## config.mk

```make
export PLATFORM = sky130hd
export DESIGN_NAME = shouse_scr_mmr
export DESIGN_NICKNAME = d
export VERILOG_FILES = /design/src/rtl/shouse_scr_pkg.sv /design/src/rtl/shouse_scr_mmr.sv
export SDC_FILE = /design/constraint.sdc
export NUM_CORES = 1
export LEC_CHECK = 0
export BUFFER_PORTS_ARGS = -buffer_cell sky130_fd_sc_hd__buf_2
export CAP_MARGIN = 20
export CORE_MARGIN = 2
export CORE_UTILIZATION = 50
export DETAILED_ROUTE_END_ITERATION = 6
export PLACE_DENSITY = 0.71
export SKIP_LAST_GASP = 1
export SLEW_MARGIN = 0
export SYNTH_ARGS = -nofsm -noshare
export SYNTH_HDL_FRONTEND = slang
export SYNTH_SLANG_ARGS = --single-unit
```

## constraint.sdc

```tcl
create_clock -name clk -period 10.9 [get_ports clk]
set_input_delay 1.09 -clock clk [delete_from_list [all_inputs] [get_ports clk]]
set_output_delay 1.09 -clock clk [all_outputs]
set_load 0.05 [all_outputs]
```

## src/rtl/shouse_scr_pkg.sv

```systemverilog
// Shared constants for the Splatter House C123 tilemap register block:
// register map offsets, field widths and layer counts.
package shouse_scr_pkg;

    // Register map offsets
    localparam int unsigned SCR_BASE  = 'h00;
    localparam int unsigned PRIO_BASE = 'h10;
    localparam int unsigned PAL_BASE  = 'h18;

    // Field widths
    localparam int unsigned SCR_W = 16;
    localparam int unsigned FLD_W = 3;

    // Disable flag position inside a priority register
    localparam int unsigned ENB_BIT = 3;

    // Layer counts
    localparam int unsigned NUM_SCR   = 4;
    localparam int unsigned NUM_LAYER = 6;

    // Register storage
    localparam int unsigned NUM_REGS = 32;
    typedef logic [7:0] mmr_byte_t;

endpackage

```

## src/rtl/shouse_scr_mmr.sv

```systemverilog
// Memory-mapped register file for the Namco C123 tilemap controller.
// 32 byte registers written by the CPU, decoded continuously into per-layer
// scroll, priority, palette and disable fields, and readable on three
// independent combinational ports (CPU, IOCTL dump, debug status).
// Optional feature macro: SHOUSE_SCR_MMR_READBACK_EN enables CPU readback on
// dout; without it dout is tied to 0x00.
module shouse_scr_mmr
    import shouse_scr_pkg::*;
(
    input  logic                              clk,
    input  logic                              rst,
    input  logic                              cs,
    input  logic [4:0]                        addr,
    input  logic                              rnw,
    input  logic [7:0]                        din,
    output logic [7:0]                        dout,
    output logic [NUM_SCR-1:0][SCR_W-1:0]     hscr,
    output logic [NUM_SCR-1:0][SCR_W-1:0]     vscr,
    output logic [NUM_LAYER-1:0][FLD_W-1:0]   pal,
    output logic [NUM_LAYER-1:0][FLD_W-1:0]   prio,
    output logic [NUM_LAYER-1:0]              enb,
    input  logic [4:0]                        ioctl_addr,
    output logic [7:0]                        ioctl_din,
    input  logic [7:0]                        debug_bus,
    output logic [7:0]                        st_dout
);

    mmr_byte_t mmr [NUM_REGS];

    // Register array: asynchronous clear, CPU byte write on the rising edge.
    // NOTE: this array is reset (unlike a RAM) because every decoded field
    // must read 0 the instant rst rises, so it maps to flops, not a macro.
    // NOTE: state is assigned with <= so all registers update together at
    // the edge and a same-cycle read still sees the old value.
    always_ff @(posedge clk or posedge rst) begin
        if (rst) begin
            for (int i = 0; i < NUM_REGS; i++) begin
                mmr[i] <= 8'h00;
            end
        end else if (cs && !rnw) begin
            mmr[addr] <= din;
        end
    end

    // Scroll words: big-endian pairs, high byte at the lower address.
    for (genvar i = 0; i < NUM_SCR; i++) begin : g_scr
        localparam logic [4:0] BASE = 5'(SCR_BASE + 4 * i);
        assign hscr[i] = {mmr[BASE],        mmr[BASE + 5'd1]};
        assign vscr[i] = {mmr[BASE + 5'd2], mmr[BASE + 5'd3]};
    end

    // Per-layer priority / disable flag and palette bank.
    for (genvar j = 0; j < NUM_LAYER; j++) begin : g_layer
        localparam logic [4:0] PRIO_A = 5'(PRIO_BASE + j);
        localparam logic [4:0] PAL_A  = 5'(PAL_BASE + j);
        assign prio[j] = mmr[PRIO_A][FLD_W-1:0];
        assign enb[j]  = mmr[PRIO_A][ENB_BIT];
        assign pal[j]  = mmr[PAL_A][FLD_W-1:0];
    end

    // Dump and debug read ports are always live.
    assign ioctl_din = mmr[ioctl_addr];
    assign st_dout   = mmr[debug_bus[4:0]];

`ifdef SHOUSE_SCR_MMR_READBACK_EN
    // CPU readback ignores cs and rnw.
    assign dout = mmr[addr];

    logic unused_bits;
    assign unused_bits = ^debug_bus[7:5];
`else
    // Readback disabled: the CPU sees a constant zero.
    assign dout = 8'h00;

    logic unused_bits;
    assign unused_bits = ^{debug_bus[7:5], addr};
`endif

endmodule

```

Word level (Yosys, flattened, before mapping)
Index checks and enable logic that the tools add are counted.
W data, S select, Z words.
{"block": "op_classes", "magnitude_cmp": 4, "mux": 9, "n_bitwise": 3, "reduce_logical": 3}
{"op": "$bwmux W256", "count": 1}
{"op": "$bmux W8 S5", "count": 2}
{"op": "$demux W8 S5", "count": 1}
{"op": "$mux W8", "count": 5}
{"op": "$ge A6 B6 Y1 const B", "count": 3}
{"op": "$not A5 Y6", "count": 3}
{"op": "$lt A6 B1 Y1 const B", "count": 1}
{"op": "$logic_and A1 B1 Y1", "count": 2}
{"op": "$logic_not A1 Y1", "count": 1}
{"block": "word_totals", "reg_bits": 256, "in_bits": 30, "output_inout_bits": 194, "word_cells": 51}

Logic depth before layout (Yosys ltp)
{"block": "depth", "ltp_word": 6, "ltp_mapped": 5, "mapped_depth_nobuf": 3}

Worst setup path after synthesis
Ideal clock, no wire load.
{"block": "synth_path", "kind": "input to output", "start": "input ioctl_addr[2]", "end": "output ioctl_din[0]", "arrival_ps": 2833, "required_ps": 9810, "setup_slack_ps": 6977, "stages": 5, "n_path_buf": 2, "path_cell_list": "buf_2 -> buf_1 -> mux4_2 -> mux4_2 -> mux2_2"}
{"block": "synth_via", "elab_chain_cells": 4}
{"element": "start: declaration", "line_no": "shouse_scr_mmr.sv:22", "rtl": "input logic [4:0] ioctl_addr,"}
{"element": "$not A5 Y6 (implied by the code)", "line_no": "shouse_scr_mmr.sv:62", "rtl": "assign ioctl_din = mmr[ioctl_addr];"}
{"element": "$bmux W8 S5", "line_no": "shouse_scr_mmr.sv:62"}
{"element": "$mux W8 (implied by the code) (2 in series)", "line_no": "shouse_scr_mmr.sv:62"}
{"element": "end: declaration", "line_no": "shouse_scr_mmr.sv:23", "rtl": "output logic [7:0] ioctl_din,"}
No other way between the ends. The select of a mux whose other input is x is not followed.

Final worst setup path
{"block": "layout_path", "start": "input ioctl_addr[1]", "end": "output ioctl_din[3]"}
The elaborated chain is that of the path after synthesis.

==> results.md <==
* Vias after detailed routing at 8722
* VDD IR-drop max at 0.0001096 V
* Initial DRC Count at 736
* Reg-to-reg slack, setup at 10.05 ns
* EDFF count, synth at 0
* DPL Wire Length at 25.71 mm
* Inserted Clock Buffers at 26
* Wire length of the first global-routing pass at 57.32 mm
* Post-Synth Simple-Gate Area at 1.832%
* Overflow after GRT at 0
* Initial core utilization at 50.69%
* Root buf cell: clkbuf_16
* Pwr per Cell Area at 188.6 nW/µm²
* Clk_skew at 0 ns
* Initial antenna violation count at 2
* Nets at 1026
* Die Ht at 177.3 µm
* Xor/xnor share of the synthesized area at 0%
* Post-route ant nets at 0
* Worst hold path depth at 1
* Worst-Margin Slew at 1.182 ns
* Avg Synthesized Cell Area at 15.22 µm²
* Critical Path RT at 9.81 ns
* DR WL/cell at 27.43 µm
* Mapped Cells at 987
* Crit-path cells: buf_4 -> buf_4 -> mux4_2 -> mux4_2 -> mux2_2 -> buf_2
* Fin. max-slew vios at 0
* Setup tns final at 0 ns
* 1st-pass router iterations at 5
* Asr flop ratio synth at 100.0%
* H-tree levels at 1
* Max-cap viol count at 0
* Post-route clock period utilization at 47.11%
* Setup crit end kind: primary output
* Worst slack at placement at 5.737 ns
* Hold Path Origin: mmr[1]
* Ys Warns at 0
* Largest family of logic cells by synthesized area: multiplexers
* Most frequent cell after synthesis: mux2_2
* Worst hold path type: register to register
* CTS tree: done
* Vias in the first global route at 8721
* P_leak at 0.007490 µW
* Post-CTS setup buffer count at 0
* CP Launch Type: input pin
* RSZ-0062 raised after global routing: no
* Row count at 63
* Worst r2r dst: hscr[36]
* WS Path Type: input pin to primary output
* FMAX at 0.1947 GHz
* Total Routing Usage GR at 24.88%
* Share of layout cells above drive strength 1 at 69.69%
* Number of synthesized register bits at 256
* Core footprint at 29640 µm²
* CP max FO at 35
* Library cells used by synthesis at 24
* Via density at 6.190
* Largest cells by area after synthesis: dfrtp_1 43%, mux4_2 24%, mux2_2 20%, buf_4 9.5%, clkbuf_1 0.92%
* Drt drc at 0
* Die width at 177.3 µm
* Final wirelength at 38.65 mm
* Io pins at 224
* Slowest-stage cell, CP: buf_4
* Synth Area in Compound Gates at 0%
* IO buf count at 212
* Sequential fraction of the synthesis area at 42.64%
* Area Growth Syn to Fin at 6.038%
* Commonest cells post-synth: 272 x mux2_2, 256 x dfrtp_1, 190 x buf_4
* WP data arrival at 4.05 ns
* Setup-failing EPs final at 0
* Yosys top cell area share at 42.64%
* Hold Path End: mmr[1]
* PostCTS Resize Cnt at 0
* R2R depth at 1
* Clk slew on worst S/H paths at 0.06 ns
* RD Place Congestion at 0.7849
* Post-Synth Adder-Cell Area at 0%
* Outcome: finished clean
* Pin count of the biggest net entering global routing at 120
* Fin. Hold Viols at 0
* Clock sink count at 256
* Synthesized area at 15020 µm²
* FF-to-FF Start: hscr[36]
* Hold_buf cts at 0
* Die area at 31450 µm²
* Final WS setup at 5.765 ns
* Max-slew headroom at 20.92%
* Mux cell area share after synthesis at 44.37%
* Synth area leader: dfrtp_1
* Ys flop type: dfrtp_1
* Min Tclk post-route at 5.135 ns
* Crit path largest cell delay at 0.66 ns
* CTS max path bufs at 3
* Clk Latency, worst-skew pair at 0.53 ns
[registers in the layout, summed over array words and instances, names as in the netlist]
register	count
enb	6
hscr	64
mmr	86
pal	18
prio	18
vscr	64
[cells in the final DEF, fill, tap and decap left out, types with 2 or more instances in the layout]
cell type  Yosys  final
clkbuf_1      37      5
clkbuf_8       0     11
buf_4        190     11
nor4bb_1       2      2
clkbuf_16      0     27
conb_1         1      8
buf_2          4    210
mux2_2       272    272
nor3b_1        3      3
nand3b_1       3      3
nand2_1       12     12
nor2_1        12     12
mux4_2       160    160
dfrtp_1      256    256
nor2_2         4      4
nand2_2        4      4
clkinv_2       0      4
nand4bb_1      2      2
diode_2        0      3
[logic make-up after synthesis]
kind of cell	Yosys count
flops	256
mux	432
other cells	1
buf+inv	250
simple gates	48
[final cells by class]
type	count	area, µm²
Clock inverter	5	50.05
Fill cell	2475	13710
Multi-Input combinational cell	488	6972
Sequential cell	256	6406
Clock buffer	43	845.8
Antenna cell	3	7.507
Tap cell	390	488.0
Inverter	1	11.26
Timing Repair Buffer	223	1150
[per-stage QoR]
stage | area, µm² | cells | hold WS (ns) | total power (µW) | util (%)
2_1_floorplan | 15050 | 994 | 0.4923 | 2000 | -
3_3_place_gp | 15010 | 1356 | 0.5019 | 2076 | 50.65
3_5_place_dp | 15020 | 1357 | 0.5125 | 2096 | 50.68
4_1_cts | 15920 | 1405 | 0.5265 | 3022 | 53.71
5_1_grt | 15920 | 1406 | 0.5358 | 3119 | 53.72
6_report | 15930 | 1409 | 0.5247 | 3004 | 53.75
[power by group]
group          switching [µW]  internal, µW  total (µW)
clock                     374           550         924
combinational             560           325         885
sequential                117          1080        1190
total                    1050          1950        3000
[how the worst max path moves through the flow]
stage,startpoint,to,slack (ns),depth (start not counted)
2_1_floorplan,rst,enb[0],2.77,1
3_3_place_gp,ioctl_addr[1],ioctl_din[3],5.74,6
3_5_place_dp,debug_bus[1],st_dout[0],5.74,6
4_1_cts,debug_bus[1],st_dout[0],5.74,6
5_1_grt,debug_bus[1],st_dout[6],5.61,6
6_report,ioctl_addr[1],ioctl_din[3],5.76,6
[routing by layer]
metal	vias up	routed length (µm)	global-route usage [%]	share of wire, %
li1	3587	-	-	-
met1	4740	15880	35.28	41
met2	342	18310	38.21	47
met3	53	3666	7.241	9.5
met4	0	792	5.874	2.0
met5	-	0	0	0
[worst max-delay path, delay by kind of cell]
| family | cells | cell delay (ns) |
|---|---|---|
| muxes | 3 | 1.45 |
| buffers and inverters | 3 | 1.46 |
Note: power is estimated with default switching activity, not from simulation.
